--- src/rtl/piso_pkg.sv ---
// ---------------------------------------------------------------------------
// piso_pkg
//   Shared definitions for the parallel-in / serial-out controller slice.
//   FRAME_W  : bits per serial frame (one parallel word)
//   CNT_W    : width of the in-frame bit counter
//   state_t  : controller FSM state encoding
//   is_last  : true when the bit counter addresses the final (LSB) bit
// ---------------------------------------------------------------------------
package piso_pkg;

    localparam int FRAME_W = 4;
    localparam int CNT_W   = 2;

    // Counter value on the last bit of a frame (bit 0 of the word).
    localparam logic [CNT_W-1:0] CNT_LAST = CNT_W'(FRAME_W - 1);

    typedef enum logic {
        ST_IDLE  = 1'b0,   // shifter empty, nothing on the serial line
        ST_SHIFT = 1'b1    // frame in progress
    } state_t;

    function automatic logic is_last(input logic [CNT_W-1:0] cnt);
        return (cnt == CNT_LAST);
    endfunction

endpackage

--- src/rtl/piso_msb.sv ---
// ---------------------------------------------------------------------------
// piso_msb
//   MSB-first parallel-load shift register.
//   Ports:
//     clk  in   system clock, rising edge
//     rst  in   asynchronous active-low reset, clears the register
//     enb  in   1 = load or shift this edge, 0 = hold
//     l_s  in   1 = load inp, 0 = shift left (zero fill)
//     inp  in   parallel word, DATA_W bits
//     out  out  current MSB of the register
// ---------------------------------------------------------------------------
module piso_msb
    import piso_pkg::*;
#(
    parameter int DATA_W = FRAME_W
) (
    input  logic              clk,
    input  logic              rst,
    input  logic              enb,
    input  logic              l_s,
    input  logic [DATA_W-1:0] inp,
    output logic              out
);

    logic [DATA_W-1:0] sr_q;

    always_ff @(posedge clk or negedge rst) begin
        if (!rst) begin
            sr_q <= '0;
        end else if (enb) begin
            if (l_s) begin
                sr_q <= inp;
            end else begin
                sr_q <= {sr_q[DATA_W-2:0], 1'b0};
            end
        end
    end

    assign out = sr_q[DATA_W-1];

endmodule

--- src/rtl/piso_ctrl.sv ---
// ---------------------------------------------------------------------------
// piso_ctrl
//   Valid/ready front end for an MSB-first serialiser. A one-word holding
//   register decouples the requester from the shifter so that, with a steady
//   supply of words, frames leave back-to-back with no idle bit between them.
//   Ports:
//     clk         in   system clock, rising edge
//     rst         in   asynchronous active-low reset
//     enb         in   global enable; 0 freezes every register
//     in_valid    in   requester offers in_data
//     in_data     in   parallel word, bit FRAME_W-1 sent first
//     in_ready    out  word is taken at the next edge if in_valid is high
//     ser_out     out  serial bit (shifter MSB)
//     ser_valid   out  ser_out carries a frame bit this cycle
//     ser_first   out  first bit of a frame
//     frame_done  out  last bit of a frame
//     busy        out  frame shifting or word held
// ---------------------------------------------------------------------------
module piso_ctrl
    import piso_pkg::*;
(
    input  logic               clk,
    input  logic               rst,
    input  logic               enb,
    input  logic               in_valid,
    input  logic [FRAME_W-1:0] in_data,
    output logic               in_ready,
    output logic               ser_out,
    output logic               ser_valid,
    output logic               ser_first,
    output logic               frame_done,
    output logic               busy
);

    state_t             state_q, state_d;
    logic [CNT_W-1:0]   cnt_q, cnt_d;
    logic [FRAME_W-1:0] hold_q;
    logic               hold_vld_q;
    logic               load_fire;
    logic               accept;

    always_comb begin
        state_d    = state_q;
        cnt_d      = cnt_q;
        load_fire  = 1'b0;

        // The shifter can take the held word when it is empty, or on the
        // last bit of the current frame so the next frame follows directly.
        if (enb && hold_vld_q) begin
            load_fire = (state_q == ST_IDLE) ||
                        ((state_q == ST_SHIFT) && is_last(cnt_q));
        end

        // A word leaving the holding register frees it in the same cycle,
        // so accepting and loading may coincide. Gated by rst so the port
        // reads 0 while reset is held.
        in_ready = rst & enb & (~hold_vld_q | load_fire);
        accept   = in_valid & in_ready;

        if (enb) begin
            unique case (state_q)
                ST_IDLE: begin
                    if (load_fire) begin
                        state_d = ST_SHIFT;
                        cnt_d   = '0;
                    end
                end
                ST_SHIFT: begin
                    if (!is_last(cnt_q)) begin
                        cnt_d = cnt_q + CNT_W'(1);
                    end else if (load_fire) begin
                        cnt_d = '0;
                    end else begin
                        state_d = ST_IDLE;
                        cnt_d   = '0;
                    end
                end
                default: begin
                    state_d = ST_IDLE;
                    cnt_d   = '0;
                end
            endcase
        end

        ser_valid  = enb & (state_q == ST_SHIFT);
        ser_first  = ser_valid & (cnt_q == '0);
        frame_done = ser_valid & is_last(cnt_q);
        busy       = (state_q == ST_SHIFT) | hold_vld_q;
    end

    always_ff @(posedge clk or negedge rst) begin
        if (!rst) begin
            state_q <= ST_IDLE;
            cnt_q   <= '0;
        end else begin
            state_q <= state_d;
            cnt_q   <= cnt_d;
        end
    end

    // On a simultaneous accept and load the shifter captures the old hold_q
    // at this edge while hold_q takes the new word, so nothing is lost.
    always_ff @(posedge clk or negedge rst) begin
        if (!rst) begin
            hold_q     <= '0;
            hold_vld_q <= 1'b0;
        end else if (accept) begin
            hold_q     <= in_data;
            hold_vld_q <= 1'b1;
        end else if (load_fire) begin
            hold_vld_q <= 1'b0;
        end
    end

    // Outside a frame the shifter keeps shifting zeros; ser_out is only
    // meaningful while ser_valid is high.
    piso_msb #(
        .DATA_W (FRAME_W)
    ) u_shift (
        .clk (clk),
        .rst (rst),
        .enb (enb),
        .l_s (load_fire),
        .inp (hold_q),
        .out (ser_out)
    );

endmodule

--- config.mk ---
export PLATFORM = sky130hd
export DESIGN_NAME = piso_ctrl
export DESIGN_NICKNAME = d
export VERILOG_FILES = /design/src/rtl/piso_pkg.sv /design/src/rtl/piso_msb.sv /design/src/rtl/piso_ctrl.sv
export SDC_FILE = /design/constraint.sdc
export NUM_CORES = 1
export LEC_CHECK = 0
export ABC_CLOCK_PERIOD_IN_PS = 1300
export BUFFER_PORTS_ARGS = -buffer_cell sky130_fd_sc_hd__buf_4
export CAP_MARGIN = 20
export CELL_PAD_IN_SITES_DETAIL_PLACEMENT = 1
export CELL_PAD_IN_SITES_GLOBAL_PLACEMENT = 1
export CORE_MARGIN = 2
export CORE_UTILIZATION = 35
export DETAILED_ROUTE_END_ITERATION = 8
export PLACE_DENSITY_LB_ADDON = 0.1
export SLEW_MARGIN = 10
export SYNTH_ARGS = -nofsm -noshare
export SYNTH_HDL_FRONTEND = slang
export SYNTH_HIERARCHICAL = 1
export SYNTH_SLANG_ARGS = --single-unit
--- constraint.sdc ---
create_clock -name clk -period 1.3 [get_ports clk]
set_input_delay 0.065 -clock clk [delete_from_list [all_inputs] [get_ports clk]]
set_output_delay 0.065 -clock clk [all_outputs]
set_load 0.01 [all_outputs]
==> results of run 1 <==
## layer usage
layer / global-route usage (%) / up-vias / wire length, um
met4: 3.429 / 0 / 0
met1: 16.75 / 231 / 553
met3: 8.333 / 0 / 43
met5: 0 / - / 0
met2: 26.67 / 10 / 718
li1: - / 231 / -
## cell usage in the layout, fill, tap and decap left out, drive strengths merged
| cell | instances |
|---|---|
| or2 | 1 |
| ha | 2 |
| nor2 | 5 |
| clkbuf | 4 |
| o21ai | 1 |
| o21bai | 1 |
| inv | 4 |
| a22o | 3 |
| nand2 | 3 |
| a21oi | 4 |
| nand3 | 2 |
| and3 | 2 |
| and2 | 1 |
| buf | 22 |
| nor2b | 1 |
| dlygate4sd3 | 1 |
| mux2i | 3 |
| o211a | 1 |
| dfrtp | 12 |
| mux2 | 4 |
## critical path, delay by kind of cell (launching register included)
family	cells	cell delay [ns]
AO/OA/AOI/OAI	1	0.25
adder cells (fa/ha/maj)	1	0.16
buffers and inverters	1	0.13
flip-flops	1	0.40
multiplexers	1	0.33
AND/OR/NAND/NOR	1	0.04
## synth_stat cells
cell and count:
nor2b_4 1, and2_2 1, inv_1 4, dfrtp_1 12
o21ai_0 1, buf_4 1, o21bai_1 1, mux2i_1 3
and3_2 2, nand3_1 1, nand2_1 3, a21oi_1 3
ha_1 2, o211a_1 1, nor2_1 5, nand3_4 1
or2_1 1, a21oi_4 1, mux2_4 4, a22o_1 3
clkbuf_2 1
## timing repair
action,CTS,global route
hold buffers,1,0
endpoints found under the setup margin,10,12
endpoints found under the hold margin,12,0
buffers inserted,5,2
pin swaps,7,4
cloned,0,0
gates resized for setup,13,3
## cell type report
type / instances / area, um2
flip-flops and latches: 12 / 300.3
fillers: 187 / 785.8
multi-input cells: 34 / 337.8
clock buffers: 4 / 36.28
well taps: 17 / 21.27
repair buffers: 23 / 190.2
inverters: 4 / 17.52
## cells by family (layout without fill, tap and decap cells)
family                   Yosys count  after routing
buffers and inverters              6             31
flip-flops                        12             12
adder cells (fa/ha/maj)            2              2
AO/OA/AOI/OAI                     10             10
multiplexers                       7              7
AND/OR/NAND/NOR                   15             15
## sequential cells by signal, indices dropped and copies added, names as in the netlist
signal        count
hold_q            4
u_shift/sr_q      4
cnt_q             2
hold_vld_q        1
state_q           1
## worst paths after layout
path / start / endpoint / slack, ns / cells past startpoint
max reg2reg: cnt_q[1]$_DFFE_PN0P_ / hold_q[2]$_DFFE_PN0P_ / -0.13 / 5
min: in_data[3] / hold_q[3]$_DFFE_PN0P_ / 0.02 / 2
max: cnt_q[1]$_DFFE_PN0P_ / hold_q[2]$_DFFE_PN0P_ / -0.13 / 5
min in group asynchronous: rst / hold_vld_q$_DFFE_PN0P_ / 0.28 / 3
min reg2reg: hold_q[0]$_DFFE_PN0P_ / hold_q[0]$_DFFE_PN0P_ / 0.52 / 1
max in group asynchronous: rst / hold_q[3]$_DFFE_PN0P_ / 0.85 / 3
## power breakdown
part | total, mW | switching [mW] | internal, mW | leakage, nW
registers | 0.651 | 0.125 | 0.527 | 0.142
logic | 0.924 | 0.373 | 0.551 | 0.259
clock network | 0.297 | 0.127 | 0.170 | 0.0210
## per-stage QoR
stage | hold slack (ns) | instances | setup slack [ns] | setup TNS (ns)
3_5_place_dp | 0.03412 | 86 | -0.04656 | -0.1806
3_3_place_gp | 0.03333 | 86 | -0.02909 | -0.07318
5_1_grt | 0.007011 | 94 | -0.1964 | -1.372
6_report | 0.02423 | 94 | -0.1310 | -0.7955
4_1_cts | 0.009932 | 94 | -0.1516 | -0.8102
2_1_floorplan | -0.2306 | 52 | 0.004499 | 0
==> results.md, run 1 <==
* Simple-Gate Fraction of Synth Area at 15.38%
* Compound-Gate Fraction of Synth Area at 12.96%
* Area share of the largest cell type after synthesis at 48.58%
* # diodes at 0
* CTS buffer count at 3
* WP data required at 1.45 ns
* Pin count of the biggest net entering global routing at 18
* Clk buf depth at 2
* CP startpoint kind: flip-flop
* Flops & latches, synth at 12
* Post-Syn Instances at 52
* Routed WL at 1315 um
* Core Util, Final at 53.48%
* H-tree depth at 1
* I/O pin total at 14
* Synth Area in XOR/XNOR at 0%
* Cell variety after synth at 21
* Slowest CP cell: dfrtp_1
* Status: finished, violations left
* CTS tree: done
* Final hold violations at 0
* Initial Util at 36.59%
* Largest cells by area after synthesis: dfrtp_1 (49%), mux2_4 (9.7%), mux2i_1 (4.9%)
* CTS root buf: clkbuf_4
* PD cells at 2072 nW/um2
* Max Slew Vio Count at 0
* GRT Residual Overflow at 0
* Vias at 472
* Wirelength per Cell at 13.99 um
* Net count after synthesis at 62
* Slew @ Worst Pin at 0.2468 ns
* Pwr Total at 1.872 mW
* Rows at 15
* Minimum clock period after layout at 1.431 ns
* CTS clk-pin slew, worst paths at 0.08 ns
* Largest family of logic cells by synthesized area: simple AND/OR/NAND/NOR gates
* Post-synthesis mux area share at 14.57%
* Tcrit/Tclk final at 110.1%
* Drt initial violations at 7
* CORE AREA at 1689 um2
* First drt pass iteration count at 4
* Failing checks: setup timing
* MaxCap Viol Count at 0
* Adder-cell share of the synthesized area at 4.049%
* CP cell instances: ha_4, nor2b_4, buf_4, a21oi_4, mux2_4
* Die ar. at 2118 um2
* Layout area overhead at 46.15%
* CP arrival at 1.59 ns
* Mapped Avg Cell Area at 11.89 um2
* Fmax at 698.8 MHz
* Die H at 46.03 um
* Design Area, Final at 903.4 um2
* # setup viols final at 7
* Layout Nets at 88
* DR DRC count at 0
* Port bufs at 13
* All-layer global routing usage at 15.55%
* Final HPWL DP at 933.1 um
* Share of layout cells above drive strength 1 at 54.55%
* CP Max Fanout at 5
* Setup CP Type: flip-flop to flip-flop
* HP Class: input pin to flip-flop
* Clock skew at 0.006197 ns
* Sequential area share after synthesis at 48.58%
* Dpl cell area at 774.5 um2
* Leakage dissipation at 0.4228 nW
* Mapped Area at 618.1 um2
* DRT antenna net count at 0
* Routability cong. at 0.7151
* Max IR drop VDD at 1.113 mV
* Yosys Warn Count at 6
* Area leader, netlist: dfrtp_1
* Vias in the first global route at 485
* First-pass GRT wire length at 2159 um
* Setup WS post-layout at -0.1310 ns
* Vias per cell at 5.021
* Initial antenna violation count at 0
* Clock latency on the worst-skew pair at 0.27 ns
* Crit-path max cell delay at 0.40 ns
* Width of the die at 46.03 um
* Max_slew headroom at 83.51%
* Crit. End Element: flip-flop
* Unrepaired setup endpoints after global routing: true
* Clk sink count at 12
(Power assumes the default switching activity.)
==> run 2: changes to the inputs <==
--- a/config.mk
+++ b/config.mk
@@ -5,13 +5,13 @@
 export SDC_FILE = /design/constraint.sdc
 export NUM_CORES = 1
 export LEC_CHECK = 0
-export ABC_CLOCK_PERIOD_IN_PS = 1300
+export ABC_CLOCK_PERIOD_IN_PS = 1500
 export BUFFER_PORTS_ARGS = -buffer_cell sky130_fd_sc_hd__buf_4
 export CAP_MARGIN = 20
 export CELL_PAD_IN_SITES_DETAIL_PLACEMENT = 1
 export CELL_PAD_IN_SITES_GLOBAL_PLACEMENT = 1
 export CORE_MARGIN = 2
-export CORE_UTILIZATION = 35
+export CORE_UTILIZATION = 39
 export DETAILED_ROUTE_END_ITERATION = 8
 export PLACE_DENSITY_LB_ADDON = 0.1
 export SLEW_MARGIN = 10
==> constraint.sdc (replaced) <==
create_clock -name clk -period 1.5 [get_ports clk]
set_input_delay 0.075 -clock clk [delete_from_list [all_inputs] [get_ports clk]]
set_output_delay 0.075 -clock clk [all_outputs]
set_load 0.01 [all_outputs]
==> run 2 against run 1 <==
  * The run now ends clean
  * Sequential power shrank 13%
  * Utilization up 4.3 points
  * Via count increased by 3.6%
  * Worst setup slack improved by 0.17 ns
  * Clock skew rose by 0.00075 ns
  * Clock power fell by 14%
  * Cell count decreased by 1.1%
  * Clock-buffer cell count is the same
  * Critical path depth unchanged
  * Total power shrank 18%
  * Critical endpoint is now in_ready
  * Highest routed layer is now met4
==> results.md, run 2 (synthesis gave the netlist of run 1 again) <==
* FF-to-FF Start: cnt_q[0]$_DFFE_PN0P_ (was cnt_q[1]$_DFFE_PN0P_)
* Layout Nets at 88 (unchanged)
* Clk sink count at 12 (unchanged)
* Wirelength per Cell at 14.00 um (was 13.99 um)
* Worst path depth at 5 (unchanged)
* CP arrival at 1.39 ns (was 1.59 ns)
* Die H at 43.81 um (was 46.03 um)
* Layout area overhead at 39.27% (was 46.15%)
* Slowest CP cell: dfrtp_1 (unchanged)
* Most common cell after layout, fill and taps aside: buf_4 (unchanged)
* Clock skew at 0.006943 ns (was 0.006197 ns)
* Placed cell count at 81 (was 86)
* GRT Residual Overflow at 0 (unchanged)
* Initial antenna violation count at 0 (unchanged)
* Leakage dissipation at 0.4219 nW (was 0.4228 nW)
* Final hold violations at 0 (unchanged)
* Gr busiest metal: met2 (unchanged)
* CTS tree: done (unchanged)
* Share of layout cells above drive strength 1 at 49.35% (was 54.55%)
* Vias at 489 (was 472)
* Regs by FF count: hold_q (4), u_shift/sr_q (4), cnt_q (2) (unchanged)
* CTS buffer count at 3 (unchanged)
* Setup crit start: cnt_q[0]$_DFFE_PN0P_ (was cnt_q[1]$_DFFE_PN0P_)
* CTS root buf: clkbuf_4 (unchanged)
* First drt pass iteration count at 4 (unchanged)
* DRT antenna net count at 0 (unchanged)
* Crit path max-delay family: flip-flops (unchanged)
* All-layer global routing usage at 16.48% (was 15.55%)
* CORE AREA at 1489 um2 (was 1689 um2)
* Max Slew Vio Count at 0 (unchanged)
* CP cell instances: ha_4, nor2b_4, nor2_4, o211a_1, buf_6 (was ha_4, nor2b_4, buf_4, a21oi_4, mux2_4)
* Setup CP Type: flip-flop to output pin (was flip-flop to flip-flop)
* # diodes at 0 (unchanged)
* GR Util met1 at 21.64% (was 16.75%)
* Post-Layout Cell Count at 93 (was 94)
* CP Buf/Inv Count at 1 (unchanged)
* Register Area at 300.3 um2 (unchanged)
* Worst R2R End: hold_q[1]$_DFFE_PN0P_ (was hold_q[2]$_DFFE_PN0P_)
* Setup_tns at 0 ns (was -0.7955 ns)
* Pin count of the biggest net entering global routing at 18 (unchanged)
* Critical path capture point: in_ready (was hold_q[2]$_DFFE_PN0P_)
* Routed WL at 1302 um (was 1315 um)
* Status: finished clean (was finished, violations left)
* MaxCap Viol Count at 0 (unchanged)
* Reg-to-reg setup timing slack at 0.06 ns (was -0.13 ns)
* I/O pin total at 14 (unchanged)
* DR DRC count at 0 (unchanged)
* Crit. End Element: output pin (was flip-flop)
* PD cells at 1781 nW/um2 (was 2072 nW/um2)
* # setup viols final at 0 (was 7)
* CP Max Fanout at 5 (unchanged)
* Clk buf depth at 2 (unchanged)
* Reg2reg path depth at 5 (unchanged)
* Vias in the first global route at 497 (was 485)
* Routability cong. at 0.7258 (was 0.7151)
* Initial Util at 41.51% (was 36.59%)
* WP data required at 1.42 ns (was 1.45 ns)
* Minimum clock period after layout at 1.460 ns
* Port bufs at 13 (unchanged)
* Met3 Use GR at 3.750% (was 8.333%)
* CTS clk-pin slew, worst paths at 0.08 ns (about the same)
* Max IR drop VDD at 0.9215 mV (was 1.113 mV)
* Max_slew headroom at 82.59% (was 83.51%)
* Crit-path max cell delay at 0.41 ns (was 0.40 ns)
* Die ar. at 1919 um2 (was 2118 um2)
* Hold path startpoint: in_data[3] (unchanged)
* Drt initial violations at 9 (was 7)
* H-tree depth at 1 (unchanged)
* Unrepaired setup endpoints after global routing: true (unchanged)
* Vias per cell at 5.258 (was 5.021)
* CP startpoint kind: flip-flop (unchanged)
* Setup WS post-layout at 0.03990 ns (was -0.1310 ns)
* Clock latency on the worst-skew pair at 0.27 ns (about the same)
* Width of the die at 43.81 um (was 46.03 um)
* Final HPWL DP at 902.2 um (was 933.1 um)
* Setup Slack @ Placement at -0.09647 ns (was -0.04656 ns)
* Core Util, Final at 57.82% (was 53.48%)
* HP Class: input pin to flip-flop (unchanged)
* First-pass GRT wire length at 2263 um (was 2159 um)
* Final hold slack at 0.02620 ns (was 0.02423 ns)
* Slew @ Worst Pin at 0.2605 ns (was 0.2468 ns)
* Rows at 14 (was 15)
* Fmax at 684.9 MHz
* Tcrit/Tclk final at 97.34%
* Number of fill cells at 165 (was 187)
* Global routing usage on met2 at 25.88% (was 26.67%)
* Multi-input combinational cell area at 310.3 um2 (was 337.8 um2)
* Commonest cells after routing, fill and taps aside: buf_4 (21), dfrtp_1 (12), inv_1 (4), mux2_4 (4), nor2_1 (4) (was buf_4 (18), dfrtp_1 (12), mux2_4 (4), buf_6 (4))
run 2: cell counts in the layout (fill, tap and decap cells not counted):
Identical to the previous run, type by type.
run 2: metrics by stage:
stage          power, mW  instance area [um2]
6_report           1.533                860.8
5_1_grt            1.662                860.8
4_1_cts            1.504                827.0
3_5_place_dp       1.138                738.2
3_3_place_gp       1.117                738.2
2_1_floorplan     0.9232                618.1
run 2: where the power goes:
part | total (mW) | leakage, nW | internal, mW | switching, mW
Clock | 0.255 | 0.0210 | 0.148 | 0.108
Combinational | 0.711 | 0.258 | 0.428 | 0.283
Sequential | 0.567 | 0.142 | 0.457 | 0.110
run 2: routing by layer:
layer | up-vias | share of wire, % | wire, um
li1 | 229 | - | -
met1 | 244 | 44 | 568
met2 | 14 | 51 | 661
met3 | 2 | 4.1 | 54
met4 | 0 | 1.3 | 17
met5 | - | 0 | 0
run 2: worst reg2reg max path: cells and delay by family (launching register included):
kind	cells	cell delay [ns]
adder cells (fa/ha/maj)	1	0.17
AND/OR/NAND/NOR	1	0.05
multiplexers	1	0.33
buffers and inverters	1	0.13
flip-flops	1	0.40
AO/OA/AOI/OAI	1	0.26
run 2: layout make-up:
type	count	area share, %
inverter	4	1.744
clock buffer	4	4.215
timing repair buffer	23	20.78
multi-input combinational	34	36.05
sequential	12	34.88
tap	16	2.326
run 2: worst min-delay path by stage:
stage          depth (start not counted)                    end
2_1_floorplan                          0   cnt_q[0]$_DFFE_PN0P_
3_3_place_gp                           1    state_q$_DFFE_PN0P_
3_5_place_dp                           1    state_q$_DFFE_PN0P_
4_1_cts                                2  hold_q[3]$_DFFE_PN0P_
5_1_grt                                2  hold_q[2]$_DFFE_PN0P_
6_report                               2  hold_q[3]$_DFFE_PN0P_
run 2: timing repair:
action                     CTS  global route
pin swaps                    1             2
gates resized for setup      4             1
hold endpoints to repair    12             0
setup buffers                3             4
hold buffers                 1             0
setup endpoints to repair    4             1
